[config.mk]
export PLATFORM = sky130hd
export DESIGN_NAME = huff_bit_packer
export DESIGN_NICKNAME = d
export VERILOG_FILES = /design/src/rtl/huff_bit_packer.sv
export SDC_FILE = /design/constraint.sdc
export NUM_CORES = 1
export LEC_CHECK = 0
export CAP_MARGIN = 20
export CORE_MARGIN = 2
export CORE_UTILIZATION = 32
export DETAILED_ROUTE_END_ITERATION = 10
export PLACE_DENSITY = 0.6
export SLEW_MARGIN = 10
export SYNTH_ARGS = -nofsm -noshare
export SYNTH_HDL_FRONTEND = slang
export SYNTH_SLANG_ARGS = --single-unit
[constraint.sdc]
create_clock -name clk -period 7.95 [get_ports clk]
set_clock_uncertainty 0.1 [all_clocks]
set_input_delay 1.1925 -clock clk [delete_from_list [all_inputs] [get_ports clk]]
set_output_delay 1.1925 -clock clk [all_outputs]
set_load 0.01 [all_outputs]
[src/rtl/huff_bit_packer.sv]
// Packs right-aligned variable-length codes MSB-first into BUS_WIDTH-bit words,
// with a single output holding register and a flush path that tags the trailing partial word.
module huff_bit_packer #(
  parameter int BUS_WIDTH    = 64,
  parameter int MAX_CODE_LEN = 16,
  localparam int LEN_W  = $clog2(MAX_CODE_LEN + 1),
  localparam int BITS_W = $clog2(BUS_WIDTH + 1)
) (
  input  logic                    clk,
  input  logic                    rst,
  input  logic                    we,
  input  logic [MAX_CODE_LEN-1:0] code_in,
  input  logic [LEN_W-1:0]        len_in,
  input  logic                    flush,
  output logic                    busy,
  output logic [BUS_WIDTH-1:0]    dout,
  output logic                    dout_valid,
  input  logic                    dout_ready,
  output logic                    dout_last,
  output logic [BITS_W-1:0]       dout_bits,
  output logic [31:0]             total_bits
);

  localparam int ACC_W = BUS_WIDTH + MAX_CODE_LEN;
  localparam int CNT_W = $clog2(ACC_W + 1);

  typedef enum logic {RUN, FLUSH} state_t;

  state_t               state_q, state_d;
  logic [ACC_W-1:0]     acc_q, acc_d;
  logic [CNT_W-1:0]     cnt_q, cnt_d;
  logic [BUS_WIDTH-1:0] dout_q, dout_d;
  logic                 dout_valid_q, dout_valid_d;
  logic                 dout_last_q, dout_last_d;
  logic [BITS_W-1:0]    dout_bits_q, dout_bits_d;
  logic [31:0]          total_q, total_d;

  logic                    busy_c;
  logic                    slot_free;
  logic                    full_word;
  logic [LEN_W-1:0]        len_clamp;
  logic [MAX_CODE_LEN-1:0] code_mask;
  logic [CNT_W-1:0]        shamt;

  always_comb begin
    state_d      = state_q;
    acc_d        = acc_q;
    cnt_d        = cnt_q;
    dout_d       = dout_q;
    dout_valid_d = dout_valid_q;
    dout_last_d  = dout_last_q;
    dout_bits_d  = dout_bits_q;
    total_d      = total_q;

    full_word = (cnt_q >= CNT_W'(BUS_WIDTH));
    busy_c    = full_word || (state_q == FLUSH);
    slot_free = !dout_valid_q || dout_ready;
    len_clamp = (len_in > LEN_W'(MAX_CODE_LEN)) ? LEN_W'(MAX_CODE_LEN) : len_in;
    code_mask = code_in & ~({MAX_CODE_LEN{1'b1}} << len_clamp);
    // New code lands directly below the cnt valid bits of the MSB-aligned accumulator.
    shamt     = CNT_W'(ACC_W) - cnt_q - CNT_W'(len_clamp);

    if (dout_valid_q && dout_ready)
      dout_valid_d = 1'b0;

    if (full_word && slot_free) begin
      dout_d       = acc_q[ACC_W-1 -: BUS_WIDTH];
      dout_valid_d = 1'b1;
      dout_last_d  = 1'b0;
      dout_bits_d  = BITS_W'(BUS_WIDTH);
      acc_d        = acc_q << BUS_WIDTH;
      cnt_d        = cnt_q - CNT_W'(BUS_WIDTH);
    end else if (state_q == FLUSH && slot_free) begin
      // Bits below cnt are always zero, so the top slice is already zero-padded.
      dout_d       = acc_q[ACC_W-1 -: BUS_WIDTH];
      dout_valid_d = 1'b1;
      dout_last_d  = 1'b1;
      dout_bits_d  = BITS_W'(cnt_q);
      acc_d        = '0;
      cnt_d        = '0;
      total_d      = '0;
      state_d      = RUN;
    end

    if (!busy_c) begin
      if (we) begin
        acc_d   = acc_q | (ACC_W'(code_mask) << shamt);
        cnt_d   = cnt_q + CNT_W'(len_clamp);
        total_d = total_q + 32'(len_clamp);
      end
      if (flush)
        state_d = FLUSH;
    end
  end

  always_ff @(posedge clk or negedge rst) begin
    if (!rst) begin
      state_q      <= RUN;
      acc_q        <= '0;
      cnt_q        <= '0;
      dout_q       <= '0;
      dout_valid_q <= 1'b0;
      dout_last_q  <= 1'b0;
      dout_bits_q  <= '0;
      total_q      <= '0;
    end else begin
      state_q      <= state_d;
      acc_q        <= acc_d;
      cnt_q        <= cnt_d;
      dout_q       <= dout_d;
      dout_valid_q <= dout_valid_d;
      dout_last_q  <= dout_last_d;
      dout_bits_q  <= dout_bits_d;
      total_q      <= total_d;
    end
  end

  assign busy       = busy_c;
  assign dout       = dout_q;
  assign dout_valid = dout_valid_q;
  assign dout_last  = dout_last_q;
  assign dout_bits  = dout_bits_q;
  assign total_bits = total_q;

endmodule

=== Word-level counts from Yosys, hierarchy flattened ===
Index checks and enable logic that the tools add are counted.

* Order comparisons: 2
* Multiplexer cells: 26
* Shifts and indexed selects: 2
* Bitwise gates (word level): 3
* Add/subtract/negate cells: 5
* Reductions and logical operators: 8

{| class="wikitable"
|+ Operators by type and width
! kind !! count
|-
| $mux 80 || 4
|-
| $mux 32 || 4
|-
| $mux 64 || 2
|-
| $or 80x80->80 || 1
|-
| $shl 16x7->80 || 1
|-
| $mux 7 || 6
|-
| $add 32x5->32 || 1
|-
| $and 16x16->16 || 1
|-
| $not 16->16 || 1
|-
| $shl 16x5->16 const A || 1
|-
| $mux 1 || 9
|-
| $add 7x5->7 || 1
|-
| $ge 7x7->1 const B || 1
|-
| $sub 7x5->7 || 1
|-
| $sub 7x7->7 const A || 1
|-
| $sub 7x7->7 const B || 1
|-
| $gt 5x5->1 const B || 1
|-
| $mux 5 || 1
|-
| $logic_and 1x1->1 || 3
|-
| $reduce_bool 3->1 || 1
|-
| $logic_or 1x1->1 || 2
|-
| $reduce_bool 2->1 || 1
|-
| $logic_not 1->1 || 1
|}

* Output and inout port bits: 106
* Bits in registers: 193
* Bits of input ports: 26
* Logic and storage cells: 54

=== Longest topological paths before layout ===
* Word-level depth: 9
* Gate-level depth with buffers: 15
* Mapped depth without buffers: 13

=== Worst setup path before layout ===
Ideal clock, no wire load.

* Kind: in2reg
* Start: in len_in[1]
* End: reg acc_q[73]
* Path slack: 3.634 ns
* Library setup time: 0.126 ns
* Buffers on the path: 3
* Data required time: 7.724 ns
* Arrival: 4.090 ns
* Stages on the path: 13
* Cell sequence: buf_4 > buf_2 > nand2_1 > inv_1 > ha_1 > inv_1 > ha_1 > fa_1 > xnor2_1 > clkbuf_1 > nor2_1 > and3_1 > a221o_1

* Cells in the longest elaborated chain, start to end: 9
* Elaborated cells on any way between the ends: 10
* Classes of those cells: add/sub: 1; order compare: 1; shift: 2; mux: 3; bitwise: 3

{| class="wikitable"
|+ Ends and longest elaborated chain
! element !! line !! source
|-
| start, declared || 13 || <nowiki>input logic [LEN_W-1:0] len_in,</nowiki>
|-
| $gt 5x5->1 || 58 || <nowiki>len_clamp = (len_in > LEN_W'(MAX_CODE_LEN)) ? LEN_W'(MAX_CODE_LEN) : len_in;</nowiki>
|-
| $mux 5 * || 58 ||
|-
| $shl 16x5->16 || 59 || <nowiki>code_mask = code_in & ~({MAX_CODE_LEN{1'b1}} << len_clamp);</nowiki>
|-
| $not 16->16 || 59 ||
|-
| $and 16x16->16 || 59 ||
|-
| $shl 16x7->80 * || 87 || <nowiki>acc_d = acc_q | (ACC_W'(code_mask) << shamt);</nowiki>
|-
| $or 80x80->80 * || 87 ||
|-
| $mux 80 * || 86 || <nowiki>if (we) begin</nowiki>
|-
| $mux 80 * || 85 || <nowiki>if (!busy_c) begin</nowiki>
|-
| via acc_d[73] || 30 || <nowiki>logic [ACC_W-1:0] acc_q, acc_d;</nowiki>
|-
| end signal, assigned || 99 || <nowiki>acc_q <= '0;</nowiki>
|-
| end signal, assigned || 108 || <nowiki>acc_q <= acc_d;</nowiki>
|-
| end, declared || 30 ||
|}

The timed path passes the listed nets; every way through them passes the cells marked *.
A chain may end at the register's enable or synchronous reset.

=== Final worst setup path ===
* Start: in len_in[4]
* End: reg acc_q[12]

Same word-level chain as after synthesis.

==> flow_summary.json <==
{
  "outcome": "completed",
  "nNetsFinal": 1353,
  "drt_iter0_markers": 803,
  "antenna_left": 0,
  "dieWidth_um": 185,
  "grt_pass1_vias": 9566,
  "synth_edf_count": 0,
  "fin_util_pct": 39.5,
  "die_area_sq_um": 34400,
  "cellLeakagePower_nw": 5.53,
  "synth_area_leaders": "dfrtp_1, nand2_1, o21ai_0, a21oi_1, nor2_1",
  "drcViolationCount": 0,
  "drt-total-wl_um": 34400,
  "cts_hold_buf": 0,
  "max_freq_mhz": 175,
  "cts_tree": "built",
  "vias": 9720,
  "yosysTopAreaCell": "dfrtp_1",
  "r2r_start": "cnt_q[1]$_DFF_PN0_",
  "yosysSeqAreaShare_pct": 45.8,
  "layout-drive-gt1-share_pct": 5.93,
  "cts_made_buffers": 17,
  "maxCapViolations": 0,
  "cts_resized": 0,
  "diodes": 0,
  "final_cell_mix": "nand2_1, dfrtp_1, clkdlybuf4s50_1",
  "grt_pass1_wl_um": 54600,
  "final_common_cell": "nand2_1",
  "core_area_sq_um": 32500,
  "cts-root-buf": "clkbuf_16",
  "start_util_pct": 32.5,
  "clk_pin_slew_worst_paths_ps": 70,
  "clkSinkCount": 193,
  "min_from": "acc_q[55]$_DFF_PN0_",
  "startpoint_type": "primary input",
  "firstDrtPassIters": 6,
  "fin_crit_ps": 5700,
  "end_kind": "flop",
  "synth_cells": 1208,
  "ys.flop_type": "dfrtp_1",
  "cts_setup_buffers": 0,
  "async_reset_ff_share_pct": 100,
  "clockBufferDepth": 2,
  "grt_util_all_layers_pct": 20.4,
  "grt_max_degree": 109,
  "startpoint": "len_in[4]",
  "finalSetupViolations": 0,
  "io_buffers": 131,
  "grt-ovfl-total": 0,
  "crit_fanout": 26,
  "synth_fp_nets": 1257,
  "finalSetupTns_ps": 0,
  "cp.required_ps": 8180,
  "avgSynthCellArea_sq_um": 8.72,
  "syn_area_sq_um": 10500,
  "h-tree-depth": 4,
  "dp_hpwl_um": 24300,
  "place_area_sq_um": 12300,
  "crit_type": "primary input to flop",
  "hp-class": "flop to flop",
  "dpl.cell_count": 1726,
  "ir_worst_vdd_mv": 0.234,
  "n_fill_cell": 3253,
  "area_growth_pct": 21.7,
  "routed_via_density": 5.53,
  "worstMarginPinSlew_ps": 1080,
  "place_congestion": 0.933,
  "slew_headroom_pct": 28.2,
  "wire_per_inst_um": 19.5,
  "fp-row-count": 66,
  "yosysWarnings": 0,
  "ios": 132,
  "synth_top_area_share_pct": 45.8,
  "fin_crit_sh_pct": 71.7,
  "stdcell_area_sq_um": 12800,
  "hold_viol": 0,
  "fin_cells": 1758,
  "rsz0062_at_grt": "no",
  "antenna_found_initial": 0,
  "ys_ff_latch": 193,
  "ys_types": 79,
  "drv_slew": 0,
  "clk_latency_ps": 440,
  "timing.critical_path.arrival_ps": 5930,
  "die_h_um": 185,
  "p_per_area_nw_per_um2": 454
}
==> per-stage QoR <==
stage                     setup WS (ps)  total power, mW  hold WS (ps)
after floorplan                    3630             3.59           339
after global placement             1940             4.94           352
after detailed placement           1840             4.95           351
after CTS                          2300             5.80           367
after global routing               1960             6.20           390
final                              2250             5.82           362
==> sequential cells by signal, indices dropped and copies added (netlist names) <==
| signal | count |
|---|---|
| state_q | 1 |
| acc_q | 80 |
| total_bits | 32 |
| dout_last | 1 |
| cnt_q | 7 |
| dout_bits | 7 |
| dout | 64 |
| dout_valid | 1 |
==> synth_stat cells, drive strengths merged, types with 18 or more instances <==
cell      n
buf      24
inv      38
nand3    39
a211oi   21
o22ai    18
o21ai    91
nor2     68
o211ai   19
a21oi    74
mux2i    22
nand2   273
dfrtp   193
nor3     19
clkbuf   54
ha       19
==> layer usage <==
metal	track usage (%)	vias to the layer above	share of wire (%)
met1	27.1	4728	45
met4	8.00	0	3.1
met5	0	-	0
li1	-	4565	-
met3	4.42	65	6.4
met2	32.4	362	46
==> critical path: stages <==
cell and delay [ps]:
clkdlybuf4s50_1 460, buf_4 290, clkinv_1 310, nand2_1 200
inv_1 130, ha_1 200, inv_1 140, fa_1 430
a211o_1 320, a21oi_1 260, or2_1 870, nand3_1 720
o21ai_0 400
==> worst paths after layout <==
kind,endpoint,slack [ps],depth (start not counted)
min in group asynchronous,dout[8]$_DFFE_PN0P_,750,1
min,dout[39]$_DFFE_PN0P_,360,2
max,acc_q[12]$_DFF_PN0_,2250,13
max reg2reg,acc_q[12]$_DFF_PN0_,4000,8
min reg2reg,dout[39]$_DFFE_PN0P_,360,2
max in group asynchronous,acc_q[13]$_DFF_PN0_,5690,2
==> area by class of cell <==
type	count	area, sq um	share of cell area (%)
sequential	193	4830	37.7
inverter	40	150	1.17
clock buffer	20	457	3.56
multi-input combinational	897	5240	40.9
clock inverter	11	103	0.800
tap	442	553	4.31
timing repair buffer	155	1490	11.6
==> kinds of logic (layout without fill, tap and decap cells) <==
family	after synthesis	count (layout)	synth area share, %
flip-flops	193	193	45.8
buffers and inverters	118	226	4.58
AND/OR/NAND/NOR	487	487	20.6
XOR/XNOR	10	10	0.831
adder cells (fa/ha/maj)	23	23	3.02
AO/OA/AOI/OAI	353	353	22.6
multiplexers	24	24	2.48
==> power by group <==
group | internal (mW) | total, mW | switching (mW)
clock | 0.449 | 0.835 | 0.386
combinational | 1.10 | 3.49 | 2.39
sequential | 1.28 | 1.49 | 0.214
total | 2.83 | 5.82 | 2.99
Note: power is estimated with default switching activity, not from simulation.
